**src/rtl/enemy_base_pkg.sv**
```systemverilog
// Shared types and constants for the enemy base manager and its hit-window comparator.
package enemy_base_pkg;

  typedef enum logic [1:0] {BASE_ALIVE, BASE_EXPLODING, BASE_DEAD} base_state_t;
  typedef enum logic [1:0] {MGR_IDLE, MGR_SCAN, MGR_UPDATE} mgr_state_t;

  localparam int COORD_W = 10;

  function automatic int max2(input int a, input int b);
    return (a > b) ? a : b;
  endfunction

endpackage

```
**src/rtl/enemy_base_manager_hit_window.sv**
```systemverilog
// Combinational bullet-vs-base window test: centre offset, zero-clamped low edge, inclusive bounds.
module base_hit_window
  import enemy_base_pkg::*;
#(
  parameter int HIT_HALF  = 5,
  parameter int CTR_OFF_X = 32,
  parameter int CTR_OFF_Y = 36
) (
  input  logic [COORD_W-1:0] tl_x,
  input  logic [COORD_W-1:0] tl_y,
  input  logic [COORD_W-1:0] bx,
  input  logic [COORD_W-1:0] by,
  input  logic               valid,
  output logic               hit
);

  localparam int W = COORD_W + 1;

  // One extra bit so a base near the right/bottom edge does not wrap its centre.
  logic [W-1:0] cx, cy, x_lo, x_hi, y_lo, y_hi;

  assign cx   = {1'b0, tl_x} + W'(CTR_OFF_X);
  assign cy   = {1'b0, tl_y} + W'(CTR_OFF_Y);
  assign x_lo = (cx >= W'(HIT_HALF)) ? (cx - W'(HIT_HALF)) : '0;
  assign y_lo = (cy >= W'(HIT_HALF)) ? (cy - W'(HIT_HALF)) : '0;
  assign x_hi = cx + W'(HIT_HALF);
  assign y_hi = cy + W'(HIT_HALF);

  assign hit = valid
             && ({1'b0, bx} >= x_lo) && ({1'b0, bx} <= x_hi)
             && ({1'b0, by} >= y_lo) && ({1'b0, by} <= y_hi);

endmodule

```
**src/rtl/enemy_base_manager.sv**
```systemverilog
// Enemy base lifecycle owner: scans one base per cycle after each frame tick, then ages timers.
module enemy_base_manager
  import enemy_base_pkg::*;
#(
  parameter int          N_BASES        = 4,
  parameter int          HIT_HALF       = 5,
  parameter int          CTR_OFF_X      = 32,
  parameter int          CTR_OFF_Y      = 36,
  parameter int          EXPLODE_FRAMES = 16,
  parameter int          RESPAWN_FRAMES = 0,
  parameter logic [15:0] SCORE_PER_BASE = 16'd10,
  parameter logic [15:0] SCORE_INIT     = 16'd0
) (
  input  logic                       Clk,
  input  logic                       Reset_n,
  input  logic                       frame_tick,
  input  logic [COORD_W*N_BASES-1:0] base_tl_x,
  input  logic [COORD_W*N_BASES-1:0] base_tl_y,
  input  logic [19:0]                bullet_x,
  input  logic [19:0]                bullet_y,
  input  logic [1:0]                 bullet_valid,
  output logic [1:0]                 bullet_kill,
  output logic [N_BASES-1:0]         base_alive,
  output logic [N_BASES-1:0]         base_exploding,
  output logic [15:0]                score,
  output logic                       all_cleared,
  output logic                       scan_busy,
  output logic                       tick_overrun
);

  localparam int TW = $clog2(max2(EXPLODE_FRAMES, RESPAWN_FRAMES) + 1);
  localparam int IW = (N_BASES > 1) ? $clog2(N_BASES) : 1;

  mgr_state_t   mgr;
  logic [IW-1:0] idx;
  logic [19:0]  snap_x, snap_y;
  logic [1:0]   snap_v, consumed, hits;
  logic [N_BASES-1:0] hit_mask, alive_nx, expl_nx;
  base_state_t  bst    [N_BASES];
  base_state_t  bst_nx [N_BASES];
  logic [TW-1:0] tmr    [N_BASES];
  logic [TW-1:0] tmr_nx [N_BASES];
  logic [COORD_W-1:0] cur_x, cur_y;
  logic         cur_ok;
  logic [16:0]  score_sum;

  assign cur_x     = base_tl_x[idx*COORD_W +: COORD_W];
  assign cur_y     = base_tl_y[idx*COORD_W +: COORD_W];
  assign cur_ok    = (mgr == MGR_SCAN) && (bst[idx] == BASE_ALIVE);
  assign score_sum = {1'b0, score} + {1'b0, SCORE_PER_BASE};
  assign scan_busy = (mgr != MGR_IDLE);

  base_hit_window #(.HIT_HALF(HIT_HALF), .CTR_OFF_X(CTR_OFF_X), .CTR_OFF_Y(CTR_OFF_Y)) u_hit0 (
    .tl_x(cur_x), .tl_y(cur_y), .bx(snap_x[9:0]), .by(snap_y[9:0]),
    .valid(cur_ok && snap_v[0] && !consumed[0]), .hit(hits[0])
  );

  base_hit_window #(.HIT_HALF(HIT_HALF), .CTR_OFF_X(CTR_OFF_X), .CTR_OFF_Y(CTR_OFF_Y)) u_hit1 (
    .tl_x(cur_x), .tl_y(cur_y), .bx(snap_x[19:10]), .by(snap_y[19:10]),
    .valid(cur_ok && snap_v[1] && !consumed[1]), .hit(hits[1])
  );

  always_comb begin
    bst_nx = bst;
    tmr_nx = tmr;
    if (mgr == MGR_SCAN && (|hits)) begin
      bst_nx[idx] = BASE_EXPLODING;
      tmr_nx[idx] = TW'(EXPLODE_FRAMES);
    end
    if (mgr == MGR_UPDATE) begin
      for (int i = 0; i < N_BASES; i++) begin
        if (!hit_mask[i]) begin
          // A DEAD base with a zero timer never respawns.
          if (bst[i] == BASE_EXPLODING) begin
            tmr_nx[i] = tmr[i] - TW'(1);
            if (tmr[i] == TW'(1)) begin
              bst_nx[i] = BASE_DEAD;
              tmr_nx[i] = TW'(RESPAWN_FRAMES);
            end
          end else if (bst[i] == BASE_DEAD && tmr[i] != '0) begin
            tmr_nx[i] = tmr[i] - TW'(1);
            if (tmr[i] == TW'(1)) bst_nx[i] = BASE_ALIVE;
          end
        end
      end
    end
    for (int i = 0; i < N_BASES; i++) begin
      alive_nx[i] = (bst_nx[i] == BASE_ALIVE);
      expl_nx[i]  = (bst_nx[i] == BASE_EXPLODING);
    end
  end

  always_ff @(posedge Clk or negedge Reset_n) begin
    if (!Reset_n) begin
      mgr            <= MGR_IDLE;
      idx            <= '0;
      snap_x         <= '0;
      snap_y         <= '0;
      snap_v         <= '0;
      consumed       <= '0;
      hit_mask       <= '0;
      bullet_kill    <= '0;
      score          <= SCORE_INIT;
      tick_overrun   <= 1'b0;
      base_alive     <= '1;
      base_exploding <= '0;
      all_cleared    <= 1'b0;
      for (int i = 0; i < N_BASES; i++) begin
        bst[i] <= BASE_ALIVE;
        tmr[i] <= '0;
      end
    end else begin
      bullet_kill    <= '0;
      base_alive     <= alive_nx;
      base_exploding <= expl_nx;
      all_cleared    <= ~|(alive_nx | expl_nx);
      for (int i = 0; i < N_BASES; i++) begin
        bst[i] <= bst_nx[i];
        tmr[i] <= tmr_nx[i];
      end
      case (mgr)
        MGR_IDLE: begin
          if (frame_tick) begin
            snap_x   <= bullet_x;
            snap_y   <= bullet_y;
            snap_v   <= bullet_valid;
            consumed <= '0;
            hit_mask <= '0;
            idx      <= '0;
            mgr      <= MGR_SCAN;
          end
        end
        MGR_SCAN: begin
          if (frame_tick) tick_overrun <= 1'b1;
          bullet_kill <= hits;
          consumed    <= consumed | hits;
          if (|hits) begin
            hit_mask[idx] <= 1'b1;
            score         <= score_sum[16] ? 16'hFFFF : score_sum[15:0];
          end
          if (idx == IW'(N_BASES - 1)) mgr <= MGR_UPDATE;
          else                         idx <= idx + IW'(1);
        end
        MGR_UPDATE: begin
          if (frame_tick) tick_overrun <= 1'b1;
          mgr <= MGR_IDLE;
        end
        default: mgr <= MGR_IDLE;
      endcase
    end
  end

endmodule

```
**config.mk**
```make
export PLATFORM = sky130hd
export DESIGN_NAME = enemy_base_manager
export DESIGN_NICKNAME = d
export VERILOG_FILES = /design/src/rtl/enemy_base_pkg.sv /design/src/rtl/enemy_base_manager_hit_window.sv /design/src/rtl/enemy_base_manager.sv
export SDC_FILE = /design/constraint.sdc
export NUM_CORES = 1
export LEC_CHECK = 0
export CORE_ASPECT_RATIO = 0.9
export CORE_MARGIN = 2
export CORE_UTILIZATION = 30
export DETAILED_ROUTE_END_ITERATION = 6
export PLACE_DENSITY = 0.49
export SYNTH_ARGS = -nofsm -noshare
export SYNTH_HDL_FRONTEND = slang
export SYNTH_SLANG_ARGS = --single-unit
```
**constraint.sdc**
```tcl
create_clock -name Clk -period 6.35 [get_ports Clk]
set_input_delay 1.27 -clock Clk [delete_from_list [all_inputs] [get_ports Clk]]
set_output_delay 1.27 -clock Clk [all_outputs]
set_load 0.03 [all_outputs]
```
==> impl_results.md <==
* Vias in the first global route at 7,143
* Grt met3 use at 2.80%
* Clk Tree Root Cell: clkbuf_16
* Period utilisation layout at 92.5%
* Clock Pin Slew Worst Setup and Hold Paths at 0.08 ns
* Measured slew at the worst slew-check pin at 1.01 ns
* Cells after Synth at 869
* Post-CTS setup buffer count at 0
* Drt drc at 0
* Skew-Pair Late Insertion Delay at 0.37 ns
* Sw power at 0.00260 W
* Dominant synthesized flop cell: dfrtp_1
* CTS tree: done
* WP data arrival at 6.16 ns
* Final setup vio count at 0
* Hold Vio Cnt, Final at 0
* P_int at 0.00298 W
* Fin nets at 1,257
* All-Layer GR Usage at 15.8%
* CTS Buf Count at 9
* Via count at 7,073
* Met2 Track Usage GR at 25.9%
* Syn Std Cell Area at 0.00859 mm^2
* Place WS at 0.104 ns
* Reg-to-Reg End: score[2]$_DFFE_PN0N_
* GRT met1 Usage at 22.1%
* Final instance area at 0.0109 mm^2
* Hold Buf Count CTS at 0
* CTS Sinks at 108
* Largest net degree at the start of global routing at 64
* Post-route ant nets at 0
* Status: completed
* Pwr per Cell Area at 514 mW/mm^2
* Port bufs at 153
* Syn nets at 1,102
* Core area at 0.0281 mm^2
* DR iter-0 viols at 337
* Leak at 4.70 nW
* Rows at 58
* GR peak layer: met2
* Crit. End Element: register
* Layout cells sized above 1 at 12.0%
* Setup slack, reg-to-reg at 0.85 ns
* Ant diodes at 0
* # IOs at 154
* RSZ-0062 raised after global routing: no
* Max-cap viol count at 0
* Critical path startpoint: base_tl_x[35]
* Asr flop ratio synth at 100%
* Placement Cell Area at 0.0106 mm^2
* Footprint of the multi-input gates at 0.00555 mm^2
* Sw Ratio at 46.6%
* Vias per cell at 5.09
* Starting Density at 30.6%
* Fin cells at 1,389
* DIE AREA at 0.0300 mm^2
* Reg power frac at 21.8%
* WS Path Type: in2reg
* Fmax at 170 MHz
* Height of the die at 165 um
* GP Congestion at 0.830
* Worst min-delay path class: reg2reg
* Period minus WS final at 5.87 ns
* Compound-Gate Fraction of Synth Area at 16.6%
* DRT Pass-1 Iters at 4
* Gate power share at 67.3%
* Post-placement cell count at 1,373
* Max FO, Critical Path at 31
* Tot Pwr at 0.00558 W
* Wirelength per Cell at 16.7 um
* Max-slew headroom at 32.3%
* Drt total wl at 23.3 mm
* Layout area overhead at 26.4%
* Initial antenna violation count at 0
* Mean area per synthesized cell at 9.89 um^2
* Setup crit end: score[2]$_DFFE_PN0N_
* Setup WS post-layout at 0.479 ns
* Slew Limit Fails at 0
* Mux share of post-synthesis cell area at 12.0%
* YS warnings at 0
* Synth Area in XOR/XNOR at 4.46%
* Worst EP required at 6.64 ns
* Adder-Cell Fraction of Synth Area at 15.7%
* R2R depth at 19
* Post-route setup TNS at 0 ns
* Worst vdd ir at 0.000164 V
* R2R Path Start: idx[0]$_DFFE_PN0P_
* Netlist cell types at 77
* Seq cells post-synth at 108
* Detailed placer's ending HPWL at 18.3 mm
* CP Launch Type: primary input
* Fill cells at 2,815
* Bufs on Longest Clock Path at 2
* H-Tree Depth at 3
* First-pass GRT wire length at 37.7 mm
* Main combinational cell family by area after synthesis: compound AO/OA/AOI/OAI gates
* Post-CTS sizing at 0
* Post-Synth Simple-Gate Area at 15.8%
* Die Wd at 182 um
* Register area at 0.00271 mm^2
* Sequential share of the synthesized area at 31.5%
* Number of synthesized flops with an enable pin at 0
* Clock Skew at 0.0124 ns
* Clock share of power at 10.8%
* Gr ovfl total at 0
==> per-stage QoR <==
stage               utilization, %  hold slack [ns]
global route                  38.7            0.476
global placement              37.6            0.445
CTS                           38.7            0.464
finish                        38.7            0.456
detailed placement            37.6            0.444
floorplan                        -            0.468
==> cell type report <==
type | count | share of cell area, %
clock inverter | 6 | 0.645
sequential | 108 | 24.9
inverter | 56 | 1.94
multi-input combinational | 684 | 51.1
clock buffer | 10 | 2.20
timing repair buffer | 165 | 15.0
tap | 360 | 4.15
==> worst max-delay path, cell delays in order <==
cell,delay (ns)
clkdlybuf4s50_1,0.42
mux4_2,0.55
ha_1,0.29
xnor2_1,0.28
and3_1,0.23
nand3_1,0.13
and3_1,0.25
nor2_1,0.16
ha_1,0.25
nand2b_1,0.14
a21o_1,0.17
a21o_1,0.17
a21oi_1,0.14
o21ai_0,0.11
a2111o_1,0.44
a32oi_2,0.34
buf_12,0.25
nand2b_1,0.20
buf_4,0.18
mux2i_1,0.18
==> routing by layer <==
layer / part of all wire [%] / vias to the layer above / wire length [um]
li1: - / 3514 / -
met1: 50 / 3436 / 11600
met2: 46 / 112 / 10700
met3: 3.3 / 11 / 772
met4: 0.76 / 0 / 177
met5: 0 / - / 0
==> worst min-delay path by stage <==
stage | from | endpoint | slack, ns | cells past startpoint
6_report | tick_overrun$_DFFE_PN0P_ | tick_overrun$_DFFE_PN0P_ | 0.46 | 1
5_1_grt | tick_overrun$_DFFE_PN0P_ | tick_overrun$_DFFE_PN0P_ | 0.48 | 1
4_1_cts | tick_overrun$_DFFE_PN0P_ | tick_overrun$_DFFE_PN0P_ | 0.46 | 1
3_5_place_dp | tick_overrun$_DFFE_PN0P_ | tick_overrun$_DFFE_PN0P_ | 0.44 | 1
3_3_place_gp | tick_overrun$_DFFE_PN0P_ | tick_overrun$_DFFE_PN0P_ | 0.45 | 1
2_1_floorplan | hit_mask[0]$_DFFE_PN0P_ | hit_mask[0]$_DFFE_PN0P_ | 0.47 | 2
==> cell usage after synthesis, types with 5 or more instances <==
cell type,instances,area (um^2)
ha_1,108,1350
dfrtp_1,104,2600
nand2_1,71,267
inv_1,55,206
nor2_1,45,169
mux2_2,44,495
a21oi_1,36,180
o21ai_0,31,155
nor3_1,23,115
a21o_1,22,165
xnor2_1,21,184
mux4_2,20,450
nand3_1,20,100
xor2_1,19,166
nand2b_1,18,113
nor2b_1,17,106
o31ai_1,14,105
and3_1,13,81.3
o21a_1,13,97.6
o22ai_1,13,81.3
and2_1,9,56.3
nand4_1,9,56.3
clkbuf_1,8,30.0
a211o_1,7,61.3
o32ai_1,7,61.3
buf_2,6,30.0
or2_2,6,37.5
a211oi_1,5,37.5
mux2_1,5,56.3
nor3b_1,5,37.5
nor4_1,5,31.3
==> flip-flops by register name, summed over array words and instances, names as in the netlist <==
signal / cells
idx: 2
hit_mask: 4
mgr: 2
tmr: 20
snap_x: 20
snap_v: 2
bst: 8
base_exploding: 4
consumed: 2
tick_overrun: 1
bullet_kill: 2
all_cleared: 1
base_alive: 4
score: 16
snap_y: 20
==> power by group through the flow <==
stage | sequential, W | combinational [W] | clock [W]
floorplan | 0.00116 | 0.00279 | 0
global placement | 0.00124 | 0.00374 | 0
detailed placement | 0.00123 | 0.00378 | 0
CTS | 0.00122 | 0.00380 | 0.000634
global route | 0.00126 | 0.00428 | 0.000662
finish | 0.00122 | 0.00376 | 0.000605
==> logic make-up after synthesis <==
| kind of cell | count (synthesis) |
|---|---|
| AOI/OAI and AO/OA | 199 |
| xor gates and xnor gates | 42 |
| adders and majority gates | 108 |
| buffers and inverters | 77 |
| DFF | 108 |
| muxes | 72 |
| and+or+nand+nor | 263 |
==> placed cells by master, fill, tap and decap left out, types with 5 or more instances in the layout <==
cell / Yosys / final
a21o_1: 22 / 22
nand3_1: 20 / 20
ha_1: 108 / 108
or2_2: 6 / 6
dfrtp_1: 104 / 103
xor2_1: 19 / 19
nand2_1: 71 / 70
mux2_1: 5 / 5
o21a_1: 13 / 13
o32ai_1: 7 / 7
a21oi_1: 36 / 36
buf_4: 2 / 12
clkbuf_16: 0 / 9
nand4_1: 9 / 9
clkdlybuf4s50_1: 0 / 152
nor3_1: 23 / 23
o31ai_1: 14 / 14
xnor2_1: 21 / 21
mux4_2: 20 / 20
nor2b_1: 17 / 17
o22ai_1: 13 / 13
o21ai_0: 31 / 31
a211oi_1: 5 / 5
and3_1: 13 / 13
inv_1: 55 / 55
nand2b_1: 18 / 18
and2_1: 9 / 9
nor3b_1: 5 / 5
nor4_1: 5 / 5
mux2_2: 44 / 44
nor2_1: 45 / 45
a211o_1: 7 / 7
(Power assumes the default switching activity.)
